==> config.mk <==
export PLATFORM = sky130hd
export DESIGN_NAME = serial_add_ctrl
export DESIGN_NICKNAME = d
export VERILOG_FILES = /design/src/rtl/serial_add_ctrl.sv
export SDC_FILE = /design/constraint.sdc
export NUM_CORES = 1
export LEC_CHECK = 0
export CORE_AREA = 2 2 57 59
export CTS_BUF_LIST = sky130_fd_sc_hd__clkbuf_8
export DETAILED_ROUTE_END_ITERATION = 10
export DIE_AREA = 0 0 59 61
export GPL_TIMING_DRIVEN = 0
export PLACE_DENSITY = 0.77
export SYNTH_ARGS = -nofsm -noshare
export SYNTH_HDL_FRONTEND = slang
export SYNTH_SLANG_ARGS = --single-unit
==> constraint.sdc <==
create_clock -name clk -period 3.25 [get_ports clk]
set_input_delay 0.4875 -clock clk [delete_from_list [all_inputs] [get_ports clk]]
set_output_delay 0.4875 -clock clk [all_outputs]
set_load 0.02 [all_outputs]
==> src/rtl/serial_add_ctrl.sv <==
// serial_add_ctrl: bit-serial adder controller, LSB first, one full adder
// and one carry flop. The result is ready WIDTH+1 cycles after start is
// accepted, regardless of the operand values.
// Optional feature: define SERIAL_ADD_SUB_EN to add the `sub` port, which
// turns the operation into a - b (mod 2^WIDTH) with cout = no-borrow.
//
// state | meaning
// IDLE  | waiting for start; sum/cout hold the last result
// SHIFT | one operand bit per cycle through the full adder
// DONE  | one-cycle done pulse, then back to IDLE

module serial_add_fa (
  input  logic a_i,
  input  logic b_i,
  input  logic c_i,
  output logic s_o,
  output logic c_o
);
  assign s_o = a_i ^ b_i ^ c_i;
  assign c_o = (a_i & b_i) | (a_i & c_i) | (b_i & c_i);
endmodule

module serial_add_ctrl #(
  parameter int WIDTH = 8
) (
  input  logic             clk,
  input  logic             rst,
  input  logic             start,
  input  logic [WIDTH-1:0] a,
  input  logic [WIDTH-1:0] b,
`ifdef SERIAL_ADD_SUB_EN
  input  logic             sub,
`endif
  output logic [WIDTH-1:0] sum,
  output logic             cout,
  output logic             busy,
  output logic             done
);

  localparam int CW = $clog2(WIDTH) + 1;
  localparam logic [CW-1:0] LAST_BIT = CW'(WIDTH - 1);

  typedef enum logic [1:0] {
    IDLE  = 2'd0,
    SHIFT = 2'd1,
    DONE  = 2'd2
  } state_t;

  state_t           state_q, state_d;
  logic [WIDTH-1:0] a_sh_q, a_sh_d;
  logic [WIDTH-1:0] b_sh_q, b_sh_d;
  logic [WIDTH-1:0] sum_q, sum_d;
  logic [CW-1:0]    cnt_q, cnt_d;
  logic             carry_q, carry_d;
  logic             cout_q, cout_d;
  logic             fa_b, fa_sum, fa_cout;
  logic             carry_in;

`ifdef SERIAL_ADD_SUB_EN
  logic sub_q, sub_d;

  // subtraction: a + ~b + 1, so B is inverted at the adder and carry-in is 1
  assign fa_b     = b_sh_q[0] ^ sub_q;
  assign carry_in = sub;
`else
  assign fa_b     = b_sh_q[0];
  assign carry_in = 1'b0;
`endif

  serial_add_fa fa (
    .a_i (a_sh_q[0]),
    .b_i (fa_b),
    .c_i (carry_q),
    .s_o (fa_sum),
    .c_o (fa_cout)
  );

  // next-state and datapath updates; every register holds by default
  always_comb begin
    state_d = state_q;
    a_sh_d  = a_sh_q;
    b_sh_d  = b_sh_q;
    sum_d   = sum_q;
    cnt_d   = cnt_q;
    carry_d = carry_q;
    cout_d  = cout_q;
`ifdef SERIAL_ADD_SUB_EN
    sub_d   = sub_q;
`endif
    case (state_q)
      IDLE: begin
        if (start) begin
          a_sh_d  = a;
          b_sh_d  = b;
          sum_d   = '0;
          cout_d  = 1'b0;
          cnt_d   = '0;
          carry_d = carry_in;
`ifdef SERIAL_ADD_SUB_EN
          sub_d   = sub;
`endif
          state_d = SHIFT;
        end
      end
      SHIFT: begin
        sum_d   = {fa_sum, sum_q[WIDTH-1:1]};
        carry_d = fa_cout;
        a_sh_d  = {1'b0, a_sh_q[WIDTH-1:1]};
        b_sh_d  = {1'b0, b_sh_q[WIDTH-1:1]};
        cnt_d   = cnt_q + CW'(1);
        if (cnt_q == LAST_BIT) begin
          cout_d  = fa_cout;
          state_d = DONE;
        end
      end
      DONE: begin
        state_d = IDLE;
      end
      default: begin
        state_d = IDLE;
      end
    endcase
  end

  // state register with synchronous reset
  always_ff @(posedge clk) begin
    if (rst) begin
      state_q <= IDLE;
      a_sh_q  <= '0;
      b_sh_q  <= '0;
      sum_q   <= '0;
      cnt_q   <= '0;
      carry_q <= 1'b0;
      cout_q  <= 1'b0;
`ifdef SERIAL_ADD_SUB_EN
      sub_q   <= 1'b0;
`endif
    end else begin
      state_q <= state_d;
      a_sh_q  <= a_sh_d;
      b_sh_q  <= b_sh_d;
      sum_q   <= sum_d;
      cnt_q   <= cnt_d;
      carry_q <= carry_d;
      cout_q  <= cout_d;
`ifdef SERIAL_ADD_SUB_EN
      sub_q   <= sub_d;
`endif
    end
  end

  assign sum  = sum_q;
  assign cout = cout_q;
  assign busy = (state_q == SHIFT);
  assign done = (state_q == DONE);

endmodule

==> impl_summary.txt <==
----------------------------------------------------
[Routing]
  Wirelength per Cell ... 13.6 um
  Vias per inst ... between 5 and 6
  Total Wirelength ... between 3000 and 4000 um
  Remaining antenna violation count ... 0
  DRC errors left ... 0
  Number of DRC markers after the initial detailed-route iteration ... 70
  DR vias ... approximately 1300
  Drt first pass iters ... 4

[Cells and area]
  Design area ... between 1500 and 2000 sq um
  Number of filler cells placed in the layout ... around 270
  Final layout net count ... about 220
  Area of the multi-input gates ... slightly above 700 sq um
  Synth-to-layout area growth ... 29.8%
  Diodes inserted ... 0
  Area taken by flip-flops and latches ... about 640 sq um
  Fraction of layout instances using a drive strength above 1 ... a little under an eighth

[Clock network]
  TritonCTS sink count ... 32
  CTS tree ... built
  Clk slew on worst S/H paths ... approximately 0.070 ns
  TritonCTS buffer count ... 5
  Number of buffers inserted to repair setup after CTS ... 0
  H-Tree Level Count ... 2
  # hold bufs at CTS ... 0
  CTS Buffer Depth ... 2
  PostCTS Resize Cnt ... 0
  Root Buffer Master ... sky130_fd_sc_hd__clkbuf_8
  Worst skew pair latency ... between 0.2 and 0.3 ns

[Yosys]
  Yosys top cell by area ... sky130_fd_sc_hd__dfxtp_1
  Synth Instances ... 166
  Post-Synthesis Mean Instance Area ... slightly below 9 sq um
  Synth top area share ... between 40% and 50%
  Post-synth top flop ... sky130_fd_sc_hd__dfxtp_1
  Count of flip-flops with a built-in enable after synthesis ... 0
  Post-synthesis cell type count ... 28
  Sequential element share of the synthesized area ... between 40% and 50%
  Net count after synthesis ... around 190
  Synth top area cells ... sky130_fd_sc_hd__dfxtp_1, sky130_fd_sc_hd__nor2_1, sky130_fd_sc_hd__a21oi_1, sky130_fd_sc_hd__a22oi_1, sky130_fd_sc_hd__or3b_1
  Count of warnings emitted by yosys ... 0
  Most numerous cell in the Yosys netlist ... sky130_fd_sc_hd__dfxtp_1
  Top cells by count, synth ... sky130_fd_sc_hd__dfxtp_1, sky130_fd_sc_hd__nor2_1, sky130_fd_sc_hd__a21oi_1
  Total standard cell area after synthesis ... around 1500 sq um
  Synth async-reset ratio ... 0%
  Synthesized flop and latch total ... 32

[GRT]
  Remaining global-route overflow ... 0
  Via count of the first global-routing pass ... roughly 1200
  Combined global-route utilization of all metal layers ... 19.8%
  Most used routing layer ... met2
  Met1 usage ... 23.8%
  Largest net degree at the start of global routing ... 12
  First-pass GRT wire length ... 5330 um
  Global Route met3 Usage ... 4.69%
  Met2 Resource Use GR ... between 30% and 40%
  Number of antenna violations at the first check in global routing ... 0

[Timing]
  Share of the clock period used by the worst path ... roughly 71%
  Slew Limit Fails ... 0
  Min Hold Slack ... roughly 0.48 ns
  Final period demand of the worst path ... 2.31 ns
  Worst-Margin Slew ... 0.462 ns
  Max-slew headroom at the worst pin ... between 60% and 70%
  Setup Total Neg Slack ... 0 ns
  Final count of hold timing violations ... 0
  Setup repair after global routing missed its margin ... no
  PnR worst setup slack ... approximately 0.94 ns
  Number of setup violations in the final report ... 0
  Setup clock skew after layout ... 0.00429 ns
  Achievable frequency ... 433 MHz

[Floorplan]
  Row Count ... 20
  Effective utilization at floorplan ... approximately half
  Ports ... 30
  Y dimension of the die ... 61 um
  Die width ... roughly 59 um
  Total die area ... about 3600 sq um
  Area of the placeable core ... between 2000 and 3000 sq um

[Worst setup path]
  Required time of the critical path ... roughly 2.8 ns
  Register-to-Register Path Depth ... 6
  Critical path peak fanout ... 10
  Nature of the critical path endpoint ... primary output
  Critical Path Start Type ... flip-flop
  Type of the setup path with the least slack ... reg2out
  Worst endpoint data arrival time ... about 1.8 ns

[Placed design]
  Last weighted congestion value of the routability-driven placer ... around 0.8
  Port Buffers ... 28
  HPWL Detailed ... approximately 2300 um
  Pre-CTS setup slack ... ~1.2 ns
  Placed Instance Area ... 1770 sq um

[Run status]
  Status ... complete, no violations

[Worst hold path]
  Hold Path Depth ... 2
  Path type of the worst min-delay path ... reg2reg

[Power and ir drop]
  Total power divided by cell area ... 492 nW/um^2
  Standby leakage power ... between 0.7 and 0.8 nW
  Total power consumption of the routed design ... around 0.93 mW
  Worst vdd rail ir drop ... approximately 290 uV

[Job]
  Max cap viols ... 0

----------------------------------------------------
[flip-flops by register name, summed over array words and instances (netlist names)]
name     cells
a_sh_q       8
carry_q      1
b_sh_q       8
sum          8
state_q      2
cout         1
cnt_q        4
[per-layer routing]
layer | wire length, um | vias to the layer above
met5 | 0 | -
met2 | 1570 | 29
met4 | 53 | 0
met1 | 1420 | 590
li1 | - | 646
met3 | 145 | 7
[placed cells by master, fill, tap and decap left out, drive strengths merged, types with 7 or more instances in the layout]
cell type,synthesis,final
a211oi,8,8
a21oi,15,15
a22oi,10,10
buf,9,9
clkbuf,6,11
clkdlybuf4s50,0,28
dfxtp,32,32
nand2,13,13
nand2b,8,8
nor2,25,25
nor3,8,8
or3b,7,7
[final timing paths]
kind                                start                      to  slack, ns
setup reg to reg  state_q[1]$_SDFFE_PP0P_     sum[2]$_SDFFE_PP0P_       1.96
hold / removal     a_sh_q[7]$_SDFFE_PP0P_  a_sh_q[7]$_SDFFE_PP0P_       0.48
hold reg to reg    a_sh_q[7]$_SDFFE_PP0P_  a_sh_q[7]$_SDFFE_PP0P_       0.48
setup / recovery  state_q[1]$_SDFFE_PP0P_                    done       0.94
[final cells by class]
cell class | count | area share, %
multi-input cells | 118 | 37.6
flip-flops and latches | 32 | 34.0
repair buffers | 28 | 14.9
plain buffers | 15 | 5.31
clock buffers | 5 | 3.65
clock inverters | 3 | 2.26
well taps | 33 | 2.19
inverters | 1 | 0.199
[logic make-up after synthesis]
| logic type | share of synthesized area, % |
|---|---|
| buffers and inverters | 7.15 |
| and+or+nand+nor | 26.9 |
| AOI/OAI and AO/OA | 19.6 |
| DFF | 44.1 |
| adders and majority gates | 2.24 |
[power by group]
part / switching, mW / internal, mW / total, mW
sequential: 0.0125 / 0.413 / 0.425
combinational: 0.0605 / 0.0633 / 0.124
clock: 0.153 / 0.227 / 0.379
total: 0.226 / 0.703 / 0.928
[critical path, stage by stage (launching register included)]
cell and delay (ns):
sky130_fd_sc_hd__dfxtp_1 0.40, sky130_fd_sc_hd__clkbuf_1 0.35, sky130_fd_sc_hd__nor2b_1 0.18, sky130_fd_sc_hd__clkdlybuf4s50_1 0.61
[metrics by stage]
stage | cells | util (%)
after detailed placement | 227 | 60.1
after global routing | 235 | 63.9
after floorplan | 166 | -
after global placement | 227 | 60.1
final | 235 | 63.9
after CTS | 235 | 63.9
Power figures use the tool's default switching activity.
